==> config.mk <==
export PLATFORM = sky130hd
export DESIGN_NAME = mp_adder_sched_flat
export DESIGN_NICKNAME = d
export VERILOG_FILES = /design/src/rtl/mp_adder_sched_if.sv /design/src/rtl/mp_adder_sched.sv /design/src/flat_wrapper.sv
export SDC_FILE = /design/constraint.sdc
export NUM_CORES = 1
export LEC_CHECK = 0
export CAP_MARGIN = 20
export CELL_PAD_IN_SITES_DETAIL_PLACEMENT = 1
export CELL_PAD_IN_SITES_GLOBAL_PLACEMENT = 2
export CORE_ASPECT_RATIO = 1.25
export CORE_UTILIZATION = 25
export DETAILED_ROUTE_END_ITERATION = 7
export PLACE_DENSITY_LB_ADDON = 0.1
export SLEW_MARGIN = 25
export SYNTH_ARGS = -nofsm -noshare
export SYNTH_HDL_FRONTEND = slang
export SYNTH_SLANG_ARGS = --single-unit
==> constraint.sdc <==
create_clock -name clk -period 4.5 [get_ports clk]
set_input_delay 0.9 -clock clk [delete_from_list [all_inputs] [get_ports clk]]
set_output_delay 0.9 -clock clk [all_outputs]
set_load 0.03 [all_outputs]
==> src/rtl/mp_adder_sched_if.sv <==
// mp_adder_sched_if: requester beat streams (req_*) in and the tagged result stream (res_*) out; master is the requester/sink side, slave is the scheduler
interface mp_adder_sched_if #(
  parameter int W = 32,
  parameter int NREQ = 2
);
  localparam int IW = NREQ > 1 ? $clog2(NREQ) : 1;
  logic [NREQ-1:0] req_valid;
  logic [NREQ-1:0] req_ready;
  logic [NREQ*W-1:0] req_a;
  logic [NREQ*W-1:0] req_b;
  logic [NREQ-1:0] req_sub;
  logic [NREQ-1:0] req_last;
  logic res_valid;
  logic res_ready;
  logic [W-1:0] res_sum;
  logic [IW-1:0] res_id;
  logic res_last;
  logic res_carry;
  logic res_err;
  modport master (
    output req_valid, req_a, req_b, req_sub, req_last, res_ready,
    input req_ready, res_valid, res_sum, res_id, res_last, res_carry, res_err
  );
  modport slave (
    input req_valid, req_a, req_b, req_sub, req_last, res_ready,
    output req_ready, res_valid, res_sum, res_id, res_last, res_carry, res_err
  );
endinterface

==> src/rtl/mp_adder_sched.sv <==
// mp_adder_sched: round-robin scheduler sharing one multi-word carry-chained add/sub datapath; ports clk, rst_n (async active-low), bus (slave: req_* in, registered res_* out)
module mp_adder_sched #(
  parameter int W = 32,
  parameter int NREQ = 2,
  parameter int MAX_WORDS = 8
) (
  input logic clk,
  input logic rst_n,
  mp_adder_sched_if.slave bus
);
  localparam int IW = NREQ > 1 ? $clog2(NREQ) : 1;
  localparam int CW = MAX_WORDS > 1 ? $clog2(MAX_WORDS) : 1;
  typedef enum logic {IDLE, LOCK} state_t;
  state_t state, state_nxt;
  logic [IW-1:0] g, g_nxt, g_inc, rr_ptr, pick;
  logic [CW-1:0] cnt;
  logic carry, sub_l, found, acc_ok, accept, first, sub_eff, cin, term, force_end;
  logic [W-1:0] a, b;
  logic [W:0] sum;
  always_comb begin
    int j;
    j = 0;
    pick = rr_ptr;
    found = 1'b0;
    for (int k = NREQ - 1; k >= 0; k--) begin
      j = int'(rr_ptr) + k;
      j = j >= NREQ ? j - NREQ : j;
      if (bus.req_valid[j]) begin
        pick = IW'(j);
        found = 1'b1;
      end
    end
  end
  assign acc_ok = ~bus.res_valid | bus.res_ready;
  assign accept = state == LOCK && bus.req_valid[g] && acc_ok;
  assign first = cnt == '0;
  assign sub_eff = first ? bus.req_sub[g] : sub_l;
  assign cin = first ? bus.req_sub[g] : carry;
  assign a = bus.req_a[g*W +: W];
  assign b = bus.req_b[g*W +: W];
  assign sum = {1'b0, a} + {1'b0, sub_eff ? ~b : b} + {{W{1'b0}}, cin};
  assign force_end = ~bus.req_last[g] & (cnt == CW'(MAX_WORDS - 1));
  assign term = bus.req_last[g] | force_end;
  assign g_inc = g == IW'(NREQ - 1) ? '0 : g + 1'b1;
  assign bus.req_ready = state == LOCK && acc_ok ? NREQ'(1) << g : '0;
  always_comb begin
    state_nxt = state;
    g_nxt = g;
    if (state == IDLE && found) begin
      state_nxt = LOCK;
      g_nxt = pick;
    end else if (accept && term) begin
      state_nxt = IDLE;
    end
  end
  always_ff @(posedge clk or negedge rst_n) begin
    if (!rst_n) begin
      state <= IDLE;
      g <= '0;
      rr_ptr <= '0;
      cnt <= '0;
      carry <= 1'b0;
      sub_l <= 1'b0;
    end else begin
      state <= state_nxt;
      g <= g_nxt;
      if (accept) begin
        cnt <= term ? '0 : cnt + 1'b1;
        carry <= term ? 1'b0 : sum[W];
        sub_l <= sub_eff;
        if (term) rr_ptr <= g_inc;
      end
    end
  end
  always_ff @(posedge clk or negedge rst_n) begin
    if (!rst_n) begin
      bus.res_valid <= 1'b0;
      bus.res_sum <= '0;
      bus.res_id <= '0;
      bus.res_last <= 1'b0;
      bus.res_carry <= 1'b0;
      bus.res_err <= 1'b0;
    end else if (accept) begin
      bus.res_valid <= 1'b1;
      bus.res_sum <= sum[W-1:0];
      bus.res_id <= g;
      bus.res_last <= term;
      bus.res_carry <= sum[W];
      bus.res_err <= force_end;
    end else if (bus.res_ready) begin
      bus.res_valid <= 1'b0;
    end
  end
endmodule

==> src/flat_wrapper.sv <==
// flat-port wrapper written by rule: the top's interface ports become plain ports
module mp_adder_sched_flat 
#(
  parameter int W = 32,
  parameter int NREQ = 2,
  parameter int MAX_WORDS = 8
)
  (clk, rst_n, bus_req_valid, bus_req_a, bus_req_b, bus_req_sub, bus_req_last, bus_res_ready, bus_req_ready, bus_res_valid, bus_res_sum, bus_res_id, bus_res_last, bus_res_carry, bus_res_err);
  mp_adder_sched_if #(.W(W), .NREQ(NREQ)) bus_i ();
  input logic clk;
  input logic rst_n;
  input wire logic [$bits(bus_i.req_valid)-1:0] bus_req_valid;
  input wire logic [$bits(bus_i.req_a)-1:0] bus_req_a;
  input wire logic [$bits(bus_i.req_b)-1:0] bus_req_b;
  input wire logic [$bits(bus_i.req_sub)-1:0] bus_req_sub;
  input wire logic [$bits(bus_i.req_last)-1:0] bus_req_last;
  input wire logic [$bits(bus_i.res_ready)-1:0] bus_res_ready;
  output wire logic [$bits(bus_i.req_ready)-1:0] bus_req_ready;
  output wire logic [$bits(bus_i.res_valid)-1:0] bus_res_valid;
  output wire logic [$bits(bus_i.res_sum)-1:0] bus_res_sum;
  output wire logic [$bits(bus_i.res_id)-1:0] bus_res_id;
  output wire logic [$bits(bus_i.res_last)-1:0] bus_res_last;
  output wire logic [$bits(bus_i.res_carry)-1:0] bus_res_carry;
  output wire logic [$bits(bus_i.res_err)-1:0] bus_res_err;
  assign bus_i.req_valid = bus_req_valid;
  assign bus_i.req_a = bus_req_a;
  assign bus_i.req_b = bus_req_b;
  assign bus_i.req_sub = bus_req_sub;
  assign bus_i.req_last = bus_req_last;
  assign bus_i.res_ready = bus_res_ready;
  assign bus_req_ready = bus_i.req_ready;
  assign bus_res_valid = bus_i.res_valid;
  assign bus_res_sum = bus_i.res_sum;
  assign bus_res_id = bus_i.res_id;
  assign bus_res_last = bus_i.res_last;
  assign bus_res_carry = bus_i.res_carry;
  assign bus_res_err = bus_i.res_err;
  mp_adder_sched #(.W(W), .NREQ(NREQ), .MAX_WORDS(MAX_WORDS)) u_core (.clk(clk), .rst_n(rst_n), .bus(bus_i));
endmodule
==> Yosys cells after proc, flatten, opt, wreduce, memory -nomap -nowiden <==
Index checks and enable logic that the tools add are counted.
{ "classes": {"n_reduce_logical": 9, "n_shift": 3, "add_sub_neg": 7, "eq_ne": 1, "order_cmp": 5, "bitwise": 7, "n_mul": 0, "div": 0, "muxes": 29} }
{ "ops": {"columns": ["operator", "n"], "rows": [
  ["64-bit by 7-bit variable part select with 32-bit output", 2],
  ["32-bit 2-to-1 mux", 3],
  ["32-bit by 3-bit less-than comparator with 1-bit output, second input constant", 2],
  ["32-bit by 32-bit adder with 33-bit output", 1],
  ["33-bit by 1-bit adder with 33-bit output", 1],
  ["32-bit by 3-bit greater-or-equal comparator with 1-bit output, second input constant", 1],
  ["32-bit NOT", 1],
  ["32-bit by 3-bit subtractor with 32-bit output, second input constant", 1],
  ["1-bit 2-to-1 mux", 24],
  ["1-bit logical AND", 5],
  ["2-bit nonzero test", 2],
  ["3-bit by 1-bit adder with 3-bit output, second input constant", 1],
  ["3-bit == test, second input constant", 1],
  ["3-bit logical NOT", 1],
  ["3-bit 2-to-1 mux", 1],
  ["1-bit NOT", 3],
  ["1-bit by 2-bit subtractor with 3-bit output, second input constant", 1],
  ["1-bit by 1-bit adder with 2-bit output, second input constant", 1],
  ["1-bit by 2-bit greater-or-equal comparator with 1-bit output, second input constant", 1],
  ["1-bit by 2-bit less-than comparator with 1-bit output, second input constant", 1],
  ["2-bit 2-to-1 mux", 1],
  ["1-bit bitwise OR", 2],
  ["2-bit AND reduction", 1],
  ["1-bit by 1-bit << shifter with 2-bit output, first input constant", 1],
  ["other kinds (2)", 2]
]} }
{ "totals": {"inputBits": 137, "out_inout_bits": 39, "ramBits": 0, "mem_bits_ro": 0, "latchBits": 0, "word_cells": 73, "memories": 0, "ff_bits": 45} }

==> Longest topological paths before layout <==
Gate-level depths: netlist (run 1).
{ "logic_depth": {"word_depth": 10, "depth_mapped": 17, "mapped_depth_nobuf": 16} }

==> Worst setup path after synthesis (run 1) <==
Ideal clock, no wire load.
{ "synth_timing": {"path_type": "in2reg", "from": "input bus_req_sub[1]", "to": "register u_core.bus.res_sum[31]", "path_stages": 13, "slack_ps": 391, "arrival_ps": 4045, "cell_sequence": "mux2i_1 > nand2_1 > o21ai_1 > clkbuf_1 > xnor2_1 > fa_1 > nor2b_2 > o2111ai_2 > a211oi_2 > nor3_2 > or4_4 > a2111oi_2 > or3_1"} }
{ "synth_between": {"elab_chain_len": 6, "word_cells_on_any_way": 7, "cone_classes": "add/sub (2); mux (5)"} }
{ "synth_rtl": {"columns": ["element", "line_no", "rtl"], "rows": [
  ["start, declared", "flat_wrapper.sv:15", "input wire logic [$bits(bus_i.req_sub)-1:0] bus_req_sub;"],
  ["1-bit 2-to-1 mux (implied by the code) (*) (2 in a row)", "mp_adder_sched.sv:37, mp_adder_sched.sv:38", null],
  ["1-bit 2-to-1 mux", "mp_adder_sched.sv:37", "assign sub_eff = first ? bus.req_sub[g] : sub_l;"],
  ["32-bit 2-to-1 mux", "mp_adder_sched.sv:41", "assign sum = {1'b0, a} + {1'b0, sub_eff ? ~b : b} + {{W{1'b0}}, cin};"],
  ["32-bit by 32-bit adder with 33-bit output", "mp_adder_sched.sv:41", null],
  ["33-bit by 1-bit adder with 33-bit output (*)", "mp_adder_sched.sv:41", null],
  ["end signal, assigned", "mp_adder_sched.sv:85", "bus.res_sum <= sum[W-1:0];"],
  ["end, declared", "mp_adder_sched_if.sv:26", "output req_ready, res_valid, res_sum, res_id, res_last, res_carry, res_err"]
]} }
Mark *: on every way between the ends. The rest lies on a longest branch, timed or not. The select of a mux whose other input is x is not followed.
A chain may end at the register's enable or synchronous reset.

==> Worst setup path in the final report (run 1) <==
Same ends and word-level chain as after synthesis.

==> flow_summary.toml, run 1 <==
[sta]
slew_viol_final = 0
whs_ps = 478
fin_crit_ps = 4100
tns_ps = 0
worstMarginPinSlew_ps = 667
setup_violations = 0
skew_ps = 8.16
hold_viol = 0
fmaxAchievable_ghz = 0.244
min_period_over_period = 0.911
maxSlewHeadroom = 0.555
grt_setup_unrepaired = "no"

[clock_tree]
post-cts-setup-buffers = 0
clk_transition_reported_paths_ps = 70
cts_tree = "done"
cts_buffers = 5
cts_resized = 0
clkLatencyLatePin_ps = 280
hold_buffers = 0
clockBufferDepth = 2
cts_root_buf = "clkbuf_16"
cts_sinks = 45
htreeDepth = 2

[global_route]
grt_use_total = 0.163
grt_overflow_total = 0
grt_pass1_vias = 4839
grt_pass1_wl_um = 24700
antenna_found_initial = 0
grt_max_degree = 41

[synth]
synthFlopType = "dfrtp_1"
synthTopCellsByCount = "nand2_1 (66), dfrtp_1 (45), a21oi_1 (44)"
yosys.area.top_type = "dfrtp_1"
ys_ff_latch = 45
netlist_area_mm2 = 0.00464
yosysMostFrequentCell = "nand2_1"
synth_cells = 540
synth_top_area_frac = 0.243
synth_nets = 713
yosysWarningCount = 0
synth_area_leaders = "dfrtp_1 (24%), ha_1 (9.2%), mux2_2 (8.3%), mux2i_1 (7.8%), xor2_1 (7.2%)"
seq_area_frac_synth = 0.243
synth_cell_types = 66
async_reset_ff_frac = 1.00
synth_edf_count = 0
avgSynthCellArea_um2 = 8.58

[final_layout]
syn_to_final_growth_pct = 48.6
drive_above_1_share = 0.116
final_nets = 890
regArea_mm2 = 0.00113
fin_area_mm2 = 0.00689
multi_input_area_mm2 = 0.00333
fin_util = 0.381
fillers = 2125
diodes = 0

[floorplan]
fp.dieW_um = 124
die_y_um = 154
dieArea_mm2 = 0.0191
num_io_pins = 176
initial_core_util = 0.256
rows = 55
core_area_mm2 = 0.0181

[critical_path]
worstSetupEndpointType = "register"
crit_type = "in2reg"
reg2reg_from = "u_core.cnt[0]$_DFFE_PN0P_"
startpoint_type = "input port"
cp_max_fo = 11
r2r_end = "u_core.bus.res_sum[31]$_DFFE_PN0P_"
crit_required_ps = 4720
r2r_slack_ps = 600
cp_data_arrival_time_ps = 4320
r2r_cells = 15

[status]
status = "finished, final reports clean"

[job]
drv_cap = 0

[routing]
routed_wl_um = 15700
routedWlPerCell_um = 16.6
antenna_left = 0
dr.pass1.iters = 4
vias = 4608
vias_per_cell = 4.87
initialDrtViolationCount = 102
drc = 0

[placement]
place.port_buffers = 175
postPlaceCellArea_mm2 = 0.00672
hpwl_um = 13400
routabilityCongestion = 0.828

[worst_hold_path]
hold_class = "reg2reg"
min_path_cells = 2
min_from = "u_core.bus.res_sum[0]$_DFFE_PN0P_"
min_to = "u_core.bus.res_sum[0]$_DFFE_PN0P_"
-- layer usage --
layer,track usage,share of wire
met1,0.191,0.41
met2,0.317,0.54
met3,0.0151,0.037
met4,0.0270,0.012
met5,0,0
-- flip-flops by register name (all words and copies together), names as in the netlist --
name	cells
u_core.bus.res_carry	1
u_core.bus.res_err	1
u_core.bus.res_id	1
u_core.bus.res_last	1
u_core.bus.res_sum	32
u_core.bus.res_valid	1
u_core.carry	1
u_core.cnt	3
u_core.g	1
u_core.rr_ptr	1
u_core.state	1
u_core.sub_l	1
-- through the flow --
step | instances | setup WS (ps)
finish | 946 | 402
global route | 946 | 137
CTS | 946 | 358
detailed placement | 938 | 65.6
global placement | 938 | 205
floorplan | 540 | 391
-- how the worst max path moves through the flow --
stage / from / endpoint / slack (ps) / cells after the start
2_1_floorplan: bus_req_sub[1] / u_core.bus.res_sum[31]$_DFFE_PN0P_ / 390 / 13
3_3_place_gp: bus_req_sub[1] / u_core.bus.res_sum[31]$_DFFE_PN0P_ / 200 / 15
3_5_place_dp: bus_req_sub[1] / u_core.bus.res_sum[31]$_DFFE_PN0P_ / 70 / 14
4_1_cts: bus_req_sub[1] / u_core.bus.res_sum[31]$_DFFE_PN0P_ / 360 / 14
5_1_grt: bus_req_sub[1] / u_core.bus.res_sum[31]$_DFFE_PN0P_ / 140 / 15
6_report: bus_req_sub[1] / u_core.bus.res_sum[31]$_DFFE_PN0P_ / 400 / 14
-- final cells by class --
class	instances	area share
clock buffers	6	0.0187
clock inverters	2	0.00563
inverters	15	0.00817
multi-input cells	452	0.483
flip-flops and latches	45	0.164
well taps	228	0.0414
repair buffers	198	0.279
-- layout by cell type (no fill, tap or decap), drive strengths merged, types with 3 or more instances in the layout --
cell,netlist,layout
clkdlybuf4s50,0,174
nand2b,4,4
a31oi,6,6
ha,34,34
and3,6,6
nand3,9,9
mux2i,36,36
o211ai,3,3
a21oi,45,45
inv,15,15
o31ai,4,4
a211oi,6,6
nand2,66,66
dfrtp,45,45
o21a,6,6
clkbuf,15,6
o21ai,47,47
buf,13,24
nor2b,4,4
nor3,9,9
mux2,34,34
nor2,18,18
o21bai,7,7
a21o,13,13
xor2,38,38
xnor2,19,19
nand4,6,6
a21boi,4,4
-- kinds of logic after synthesis --
group / after synthesis / share of synthesized area
xor gates and xnor gates: 57 / 0.108
AOI/OAI and AO/OA: 156 / 0.211
and+or+nand+nor: 133 / 0.137
buffers and inverters: 43 / 0.0416
DFF: 45 / 0.243
muxes: 70 / 0.160
adders and majority gates: 36 / 0.100
-- worst max-delay path, stage by stage --
cell	delay (ps)
clkdlybuf4s50_1	400
mux2i_1	160
nand2_1	120
o21ai_4	110
buf_4	260
xor2_1	280
ha_1	190
nor2b_2	170
o2111ai_2	180
a211oi_2	370
nor3_2	110
or4_4	500
a2111oi_2	380
or3_1	160
Power of run 1 is not shown: default switching activity piles up to over one toggle a cycle in this logic, so the estimate is an artifact.
==> run 2: changes to the inputs <==
--- a/config.mk
+++ b/config.mk
@@ -10,8 +10,10 @@
 export CELL_PAD_IN_SITES_GLOBAL_PLACEMENT = 2
 export CORE_ASPECT_RATIO = 1.25
 export CORE_UTILIZATION = 25
+export CTS_CLUSTER_SIZE = 16
 export DETAILED_ROUTE_END_ITERATION = 7
 export PLACE_DENSITY_LB_ADDON = 0.1
+export SKIP_CTS_REPAIR_TIMING = 1
 export SLEW_MARGIN = 25
 export SYNTH_ARGS = -nofsm -noshare
 export SYNTH_HDL_FRONTEND = slang
==> results of run 2 <==
Final layout, timing and power as in run 1 (identical DEF).
Power of run 2 is left out for the same reason.
